### config.mk
export PLATFORM = sky130hd
export DESIGN_NAME = mini_alu
export DESIGN_NICKNAME = d
export VERILOG_FILES = /design/src/rtl/mini_alu.sv
export SDC_FILE = /design/constraint.sdc
export NUM_CORES = 1
export LEC_CHECK = 0
export CAP_MARGIN = 20
export CORE_UTILIZATION = 56
export CTS_CLUSTER_DIAMETER = 40
export CTS_CLUSTER_SIZE = 40
export DETAILED_ROUTE_END_ITERATION = 16
export PLACE_DENSITY = 0.76
export SYNTH_ARGS = -nofsm -noshare
export SYNTH_HDL_FRONTEND = slang
export SYNTH_SLANG_ARGS = --single-unit
export TNS_END_PERCENT = 10
### constraint.sdc
create_clock -name Clock -period 3.7 [get_ports Clock]
set_input_delay 0.37 -clock Clock [delete_from_list [all_inputs] [get_ports Clock]]
set_output_delay 0.37 -clock Clock [all_outputs]
set_load 0.02 [all_outputs]
### src/rtl/mini_alu.sv
// Tiny 16-bit accumulator machine: a ROM program drives an LED register and a
// nibble-serial LCD port. Program selects one of the built-in ROM images.
//
//   state   | meaning
//   IDLE    | executing instructions, LCD port quiet
//   SEND_HI | high nibble presented, waiting for iLCD_response
//   GAP     | one-cycle strobe gap between nibbles
//   SEND_LO | low nibble presented, waiting for iLCD_response
module mini_alu #(
  parameter int Program = 0
) (
  input  logic       Clock,
  input  logic       Reset,
  output logic [7:0] oLed,
  input  logic       iLCD_response,
  output logic [3:0] oLCD_data,
  output logic       oLCD_reset,
  output logic       oLCD_writeEN,
  output logic       oLCD_StrataFlashControl
);

  localparam logic [7:0] OpNop    = 8'd0;
  localparam logic [7:0] OpSto    = 8'd1;
  localparam logic [7:0] OpAdd    = 8'd2;
  localparam logic [7:0] OpSub    = 8'd3;
  localparam logic [7:0] OpLed    = 8'd4;
  localparam logic [7:0] OpJmp    = 8'd5;
  localparam logic [7:0] OpBle    = 8'd6;
  localparam logic [7:0] OpLcd    = 8'd7;
  localparam logic [7:0] OpLcdRst = 8'd8;

  typedef enum logic [1:0] {IDLE, SEND_HI, GAP, SEND_LO} lcdState_t;

  function automatic logic [31:0] romWord(input logic [7:0] addr);
    logic [31:0] w;
    w = {OpNop, 24'h0};
    if (Program == 1) begin
      case (addr)
        8'd0:    w = {OpSto, 8'h01, 16'h0005};
        8'd1:    w = {OpSto, 8'h02, 16'h0003};
        8'd2:    w = {OpSub, 8'h03, 8'h02, 8'h01};
        8'd3:    w = {OpLed, 8'h00, 8'h03, 8'h00};
        8'd4:    w = {OpBle, 8'h00, 8'h01, 8'h02};
        default: w = {OpNop, 24'h0};
      endcase
    end else if (Program == 2) begin
      case (addr)
        8'd1:    w = {OpLcdRst, 24'h0};
        8'd2:    w = 32'hFF01_1234;
        8'd3:    w = {OpLed, 8'h00, 8'h01, 8'h00};
        8'd4:    w = {OpJmp, 8'h04, 16'h0000};
        default: w = {OpNop, 24'h0};
      endcase
    end else begin
      case (addr)
        8'd1:    w = {OpSto, 8'h01, 16'h0001};
        8'd2:    w = {OpSto, 8'h02, 16'h0000};
        8'd3:    w = {OpSto, 8'h04, 16'h0048};
        8'd4:    w = {OpLcd, 8'h00, 8'h04, 8'h00};
        8'd5:    w = {OpLed, 8'h00, 8'h02, 8'h00};
        8'd6:    w = {OpAdd, 8'h02, 8'h02, 8'h01};
        8'd7:    w = {OpJmp, 8'h05, 16'h0000};
        default: w = {OpNop, 24'h0};
      endcase
    end
    return w;
  endfunction

  logic [7:0]  ip;
  logic [15:0] regs [16];
  logic [31:0] instr;
  logic [7:0]  op;
  logic [7:0]  dst;
  logic [15:0] imm;
  logic [15:0] src1Val;
  logic [15:0] src0Val;
  logic [7:0]  lcdChar;
  logic        rstFollow;
  lcdState_t   lcdState;

  always_comb begin
    instr   = romWord(ip);
    op      = instr[31:24];
    dst     = instr[23:16];
    imm     = instr[15:0];
    src1Val = regs[instr[11:8]];
    src0Val = regs[instr[3:0]];
  end

  assign oLCD_StrataFlashControl = 1'b1;

  always_ff @(posedge Clock) begin
    if (Reset) begin
      ip           <= 8'd0;
      for (int i = 0; i < 16; i++) regs[i] <= 16'd0;
      oLed         <= 8'd0;
      oLCD_data    <= 4'd0;
      oLCD_writeEN <= 1'b0;
      oLCD_reset   <= 1'b1;
      rstFollow    <= 1'b1;
      lcdChar      <= 8'd0;
      lcdState     <= IDLE;
    end else begin
      // LCD reset stays up for the cycle after Reset drops
      rstFollow  <= 1'b0;
      oLCD_reset <= rstFollow;
      case (lcdState)
        IDLE: begin
          ip <= ip + 8'd1;
          case (op)
            OpSto: regs[dst[3:0]] <= imm;
            OpAdd: regs[dst[3:0]] <= src1Val + src0Val;
            OpSub: regs[dst[3:0]] <= src1Val - src0Val;
            OpLed: oLed <= src1Val[7:0];
            OpJmp: ip <= dst;
            OpBle: if (src1Val <= src0Val) ip <= dst;
            OpLcd: begin
              ip           <= ip;
              lcdChar      <= src1Val[7:0];
              oLCD_data    <= src1Val[7:4];
              oLCD_writeEN <= 1'b1;
              lcdState     <= SEND_HI;
            end
            OpLcdRst: oLCD_reset <= 1'b1;
            default: ;
          endcase
        end
        SEND_HI: begin
          if (iLCD_response) begin
            oLCD_data    <= 4'd0;
            oLCD_writeEN <= 1'b0;
            lcdState     <= GAP;
          end
        end
        GAP: begin
          oLCD_data    <= lcdChar[3:0];
          oLCD_writeEN <= 1'b1;
          lcdState     <= SEND_LO;
        end
        SEND_LO: begin
          if (iLCD_response) begin
            oLCD_data    <= 4'd0;
            oLCD_writeEN <= 1'b0;
            ip           <= ip + 8'd1;
            lcdState     <= IDLE;
          end
        end
        default: lcdState <= IDLE;
      endcase
    end
  end

endmodule

**After elaboration in Yosys (flattened, before gate mapping)**

Memory sizes are Yosys's and may differ from the RTL's.
Index checks and enable logic that the tools add are counted.

- Register bits: 29
- Memory bits (writable): 256
- Word-level logic and storage cells: 83
- Output and inout port bits: 15
- Memories: 1

Memory list:

| memory | depth | width | rd ports | clocked after Yosys merged registers in | wr ports | line | text |
|---|---|---|---|---|---|---|---|
| regs | 16 | 16 | 2 | 0 | 16 | 70 | `logic [15:0] regs [16];` |

- Reductions and logical operators: 9
- Bitwise operators: 2
- Equal/unequal tests: 23
- Magnitude comparators: 1
- Multiplexer cells: 36
- $add $sub $neg: 3

Operators with widths:

| cell | count |
|---|---|
| $pmux 27 s7 | 1 |
| $eq 8x3->1 const B | 8 |
| $mux 16 | 3 |
| $eq 8x2->1 const B | 4 |
| $pmux 8 s3 | 1 |
| $mux 1 | 19 |
| $add 16x16->16 | 1 |
| $eq 8x1->1 const B | 2 |
| $le 16x16->1 | 1 |
| $mux 8 | 2 |
| $pmux 8 s2 | 1 |
| $reduce_or 16->1 | 1 |
| $sub 16x16->16 | 1 |
| $mux 4 | 3 |
| $pmux 4 s3 | 1 |
| $add 8x1->8 const B | 1 |
| $eq 8x4->1 const B | 1 |
| $pmux 2 s4 | 1 |
| $mux 2 | 3 |
| $ne 2x2->1 const B | 3 |
| $reduce_and 2->1 | 3 |
| $reduce_and 3->1 | 2 |
| $eq 2x2->1 const B | 2 |
| $ne 2x1->1 const B | 2 |
| other kinds (6) | 7 |

**Depth between registers and ports, before layout**

- Word-level depth: 11
- Depth in mapped cells: 19
- Depth with buffers taken out: 18

**Least setup slack after synthesis**

Ideal clock, no wire load.

- Path kind: reg-to-reg
- From: reg ip[0]
- To: mem regs[2][14] (data pin)
- Data required time: 3.434 ns
- Stages on the path, launching flop included: 19
- Setup slack: 0.052 ns
- Clock period less this slack: 3.648 ns
- Setup time: 0.266 ns
- Arrival: 3.382 ns
- Cells stage by stage: dfxtp_1 -> inv_1 -> ha_1 -> clkbuf_1 -> mux2i_1 -> nor2_8 -> buf_12 -> mux2i_1 -> nor2_1 -> ha_1 -> inv_1 -> fa_1 -> nor2_1 -> o221ai_1 -> a311oi_1 -> a21oi_1 -> o21bai_1 -> xnor2_1 -> nor2_1

RTL lines:

| item | line | text |
|---|---|---|
| start: declaration | 69 | `logic [7:0] ip;` |
| start signal: assignment | 109 | `ip <= ip + 8'd1;` |
| start signal: assignment | 115 | `OpJmp: ip <= dst;` |
| start signal: assignment | 116 | `OpBle: if (src1Val <= src0Val) ip <= dst;` |
| end: declaration | 70 |  |

**Worst setup path in the final report**

- From: reg ip[5]
- To: reg ip[2]

- Cells in the longest elaborated chain, start to end: 7
- Elaborated cells between the ends (all ways): 18
- Classes of those cells: order compare: 1; eq/ne: 11; mux: 4; reduce/logical: 1; memory: 1

Ends and longest elaborated chain:

| item | line | text |
|---|---|---|
| $eq 8x3->1, or another cell as far along | 55 | `case (addr)` |
| $pmux 27 s7 (*) | 55 |  |
| $mem_v2 16x16 | n/a |  |
| $le 16x16->1 | 116 |  |
| $mux 8 | 116 |  |
| $pmux 8 s3 | 110 | `case (op)` |
| $pmux 8 s2 | 107 | `case (lcdState)` |

Every way passes the cells marked *; elsewhere a longest branch is shown, timed or not.
A chain may end at the register's enable or synchronous reset.

==> results.toml <==
[outcome]
status = "finished, final reports clean"

[yosys]
synthFlopType = "edfxtp_1"
synth.distinct_cells = 56
ys_seq_area_share_pct = 49.6
synth_edf_count = 80
syn_area_um2 = 6020
synth_warnings = 0
synth_top_area_cell = "edfxtp_1"
syn_avg_cell_area_um2 = 10.2
synth_cells = 589
async_flop_share_pct = 0
ys_ff_latch = 109
synthTopCellsByArea = "edfxtp_1, dfxtp_1, ha_1"
netlist.area_leader.share_pct = 39.9

[layout]
fin_nets = 746
layout_commonest_cell = "edfxtp_1"
final_cell_mix = "edfxtp_1, conb_1, nor2_1, buf_4, nand2_1"
antenna_cells = 0
fin_cells = 842
fillCellCount = 784
drive_above_1_share_pct = 17.6
areaGrowthSynthToFinish_pct = 19.8
design_area_um2 = 7210

[pwr]
p_leak_nw = 3.00
swShare_pct = 38.1
vdd_drop_max_mv = 0.378
p_comb_share_pct = 48.8
p_clk_share_pct = 18.0
p_int_mw = 2.84
seqPwrFrac_pct = 33.2
p_per_area_nw_per_um2 = 636
switchingPower_mw = 1.75

[routing]
dr_total_vias = 4635
drt-vias-per-instance = 5.50
avgRoutedWirePerCell_um = 15.8
final_antenna_net_count = 0
drt-pass1-iter-count = 5
finalWirelength_um = 13300
drt_iter0_markers = 354
drc = 0

[setup_path]
required_ns = 3.97
cp_data_arrival_time_ns = 3.89
worstPathMaxFanout = 7
critPathBufInv = 3
critPathMaxStageDelay_ns = 0.47
cp_top_family = "simple AND/OR/NAND/NOR gates"
worstPathCellList = "or2_1 -> or4_4 -> nor2_8 -> buf_12 -> mux2i_1 -> or2_4 -> ha_1 -> buf_4 -> nand4_1 -> a21oi_1 -> o31a_1 -> o41ai_2 -> buf_4 -> o21ai_1 -> a22oi_1 -> nor2_1"
cp_common_cell = "buf_4"
end_kind = "flop"
path_class = "flop to flop"
worstSetupStartpointType = "flop"
critical_path.slowest_cell = "or4_4"

[floorplan]
core_um2 = 10400
rows = 37
fp.dieH_um = 106
pin_count = 18
start_util_pct = 58.0
die_x_um = 106
dieArea_um2 = 11200

[global_routing]
grt_pass1_vias = 4396
gr-total-overflow = 0
grt_max_degree = 34
antenna_found_initial = 0
grt_pass1_wl_um = 21100
grt_use_total_pct = 24.9

[clock_network]
clk_latency_ns = 0.39
tritoncts = "done"
cts.sinks = 109
clkTransAtPathRegs_ns = 0.09
cts_root_buf = "clkbuf_8"
htreeDepth = 3
numCtsBuffers = 9
clockBufferDepth = 2

[sta]
maxClockFrequency_ghz = 0.276
fin_skew_ns = 0.0137
whs_ns = 0.425
slew_headroom_pct = 45.1
rsz0062_at_grt = "yes"
final.period_utilization_pct = 97.9
hold_viol_final = 0
final-max-slew-violation-count = 0
setup_viol = 0
worst_pin_slew_ns = 0.816
period_needed_ns = 3.62

[place]
dpl_cell_area_um2 = 6850
hpwl_um = 9850
gp_congestion = 0.911
dp.cells = 822
io_buffer_count = 16

[run]
drv_cap = 0

[worst_hold_path]
hold_class = "flop to flop"
## cell families after synthesis
family / count (synthesis) / share of synthesized area, %
other: 2 / 0.125
DFF: 109 / 49.6
adders and majority gates: 42 / 8.99
and+or+nand+nor: 210 / 17.5
AOI/OAI and AO/OA: 116 / 12.3
xor gates and xnor gates: 11 / 1.60
buffers and inverters: 68 / 4.78
muxes: 31 / 5.18
## power by group through the flow
stage                     registers (mW)  logic, mW  clock network (mW)
final                               1.52       2.24               0.826
after global routing                1.54       2.43               0.889
after CTS                           1.52       2.10               0.840
after detailed placement            1.55       2.07                   0
after global placement              1.54       2.02                   0
after floorplan                     1.56       1.42                   0
## metrics by stage
step | utilization, % | total power [mW] | setup slack [ns] | setup TNS (ns)
finish | 69.5 | 4.59 | 0.0795 | 0
global route | 69.5 | 4.86 | -0.0304 | -0.0712
CTS | 68.3 | 4.46 | -0.00728 | -0.00728
detailed placement | 66.0 | 3.62 | -0.0304 | -0.0556
global placement | 66.0 | 3.56 | 0.0522 | 0
floorplan | - | 2.98 | 0.0518 | 0
## area by class of cell
cell class                      instances  area [um2]  share of cell area [%]
Clock buffer                            9         124                    1.72
Multi-Input combinational cell        470        3060                    42.4
Clock inverter                          7         106                    1.48
Sequential cell                       109        2990                    41.5
Inverter                               40         150                    2.08
Timing Repair Buffer                   71         611                    8.47
Tap cell                              136         170                    2.36
## path summary, 6_finish.rpt
kind / from / end / slack (ns) / depth (start not counted)
hold reg to reg: rstFollow / oLCD_reset / 0.42 / 1
setup reg to reg: ip[5] / ip[2] / 0.08 / 16
setup / recovery: ip[5] / ip[2] / 0.08 / 16
hold / removal: rstFollow / oLCD_reset / 0.42 / 1
## registers in the layout (all words and copies together), names as in the netlist
name / count
regs: 80
ip: 8
oLed: 8
lcdChar: 4
oLCD_data: 4
lcdState: 2
oLCD_reset: 1
oLCD_writeEN: 1
rstFollow: 1
## cells in the mapped netlist (4+ instances only)
| cell | count |
|---|---|
| nand4_1 | 4 |
| nor2b_1 | 7 |
| dfxtp_1 | 29 |
| mux2i_1 | 30 |
| or2_4 | 7 |
| or2_1 | 12 |
| clkbuf_1 | 17 |
| nand3_1 | 26 |
| o21ai_1 | 19 |
| a21oi_1 | 29 |
| nor2_1 | 55 |
| xnor2_1 | 8 |
| inv_1 | 25 |
| buf_2 | 7 |
| o21ai_0 | 9 |
| a211oi_1 | 11 |
| o22ai_1 | 4 |
| nor3_1 | 9 |
| or3_1 | 5 |
| and2_1 | 13 |
| edfxtp_1 | 80 |
| inv_2 | 15 |
| a31oi_1 | 14 |
| nand2_1 | 51 |
| nor4_1 | 9 |
| a22o_1 | 4 |
| ha_1 | 40 |
## routing by layer
layer | GRT usage [%] | share of wire (%) | vias to the layer above
met2 | 38.8 | 46 | 158
li1 | - | - | 2259
met3 | 4.51 | 7.8 | 23
met4 | 8.23 | 1.8 | 0
met5 | 0 | 0 | -
met1 | 35.2 | 44 | 2195
## timing repair
item                                    in CTS  in global routing
gates resized for setup                      2                 24
pin swaps                                    0                  3
endpoints found under the setup margin       3                 11
hold buffers                                 0                  0
buffers inserted                             0                  4
hold endpoints to repair                     0                  0
No activity file was read; power rests on OpenSTA's default activity.
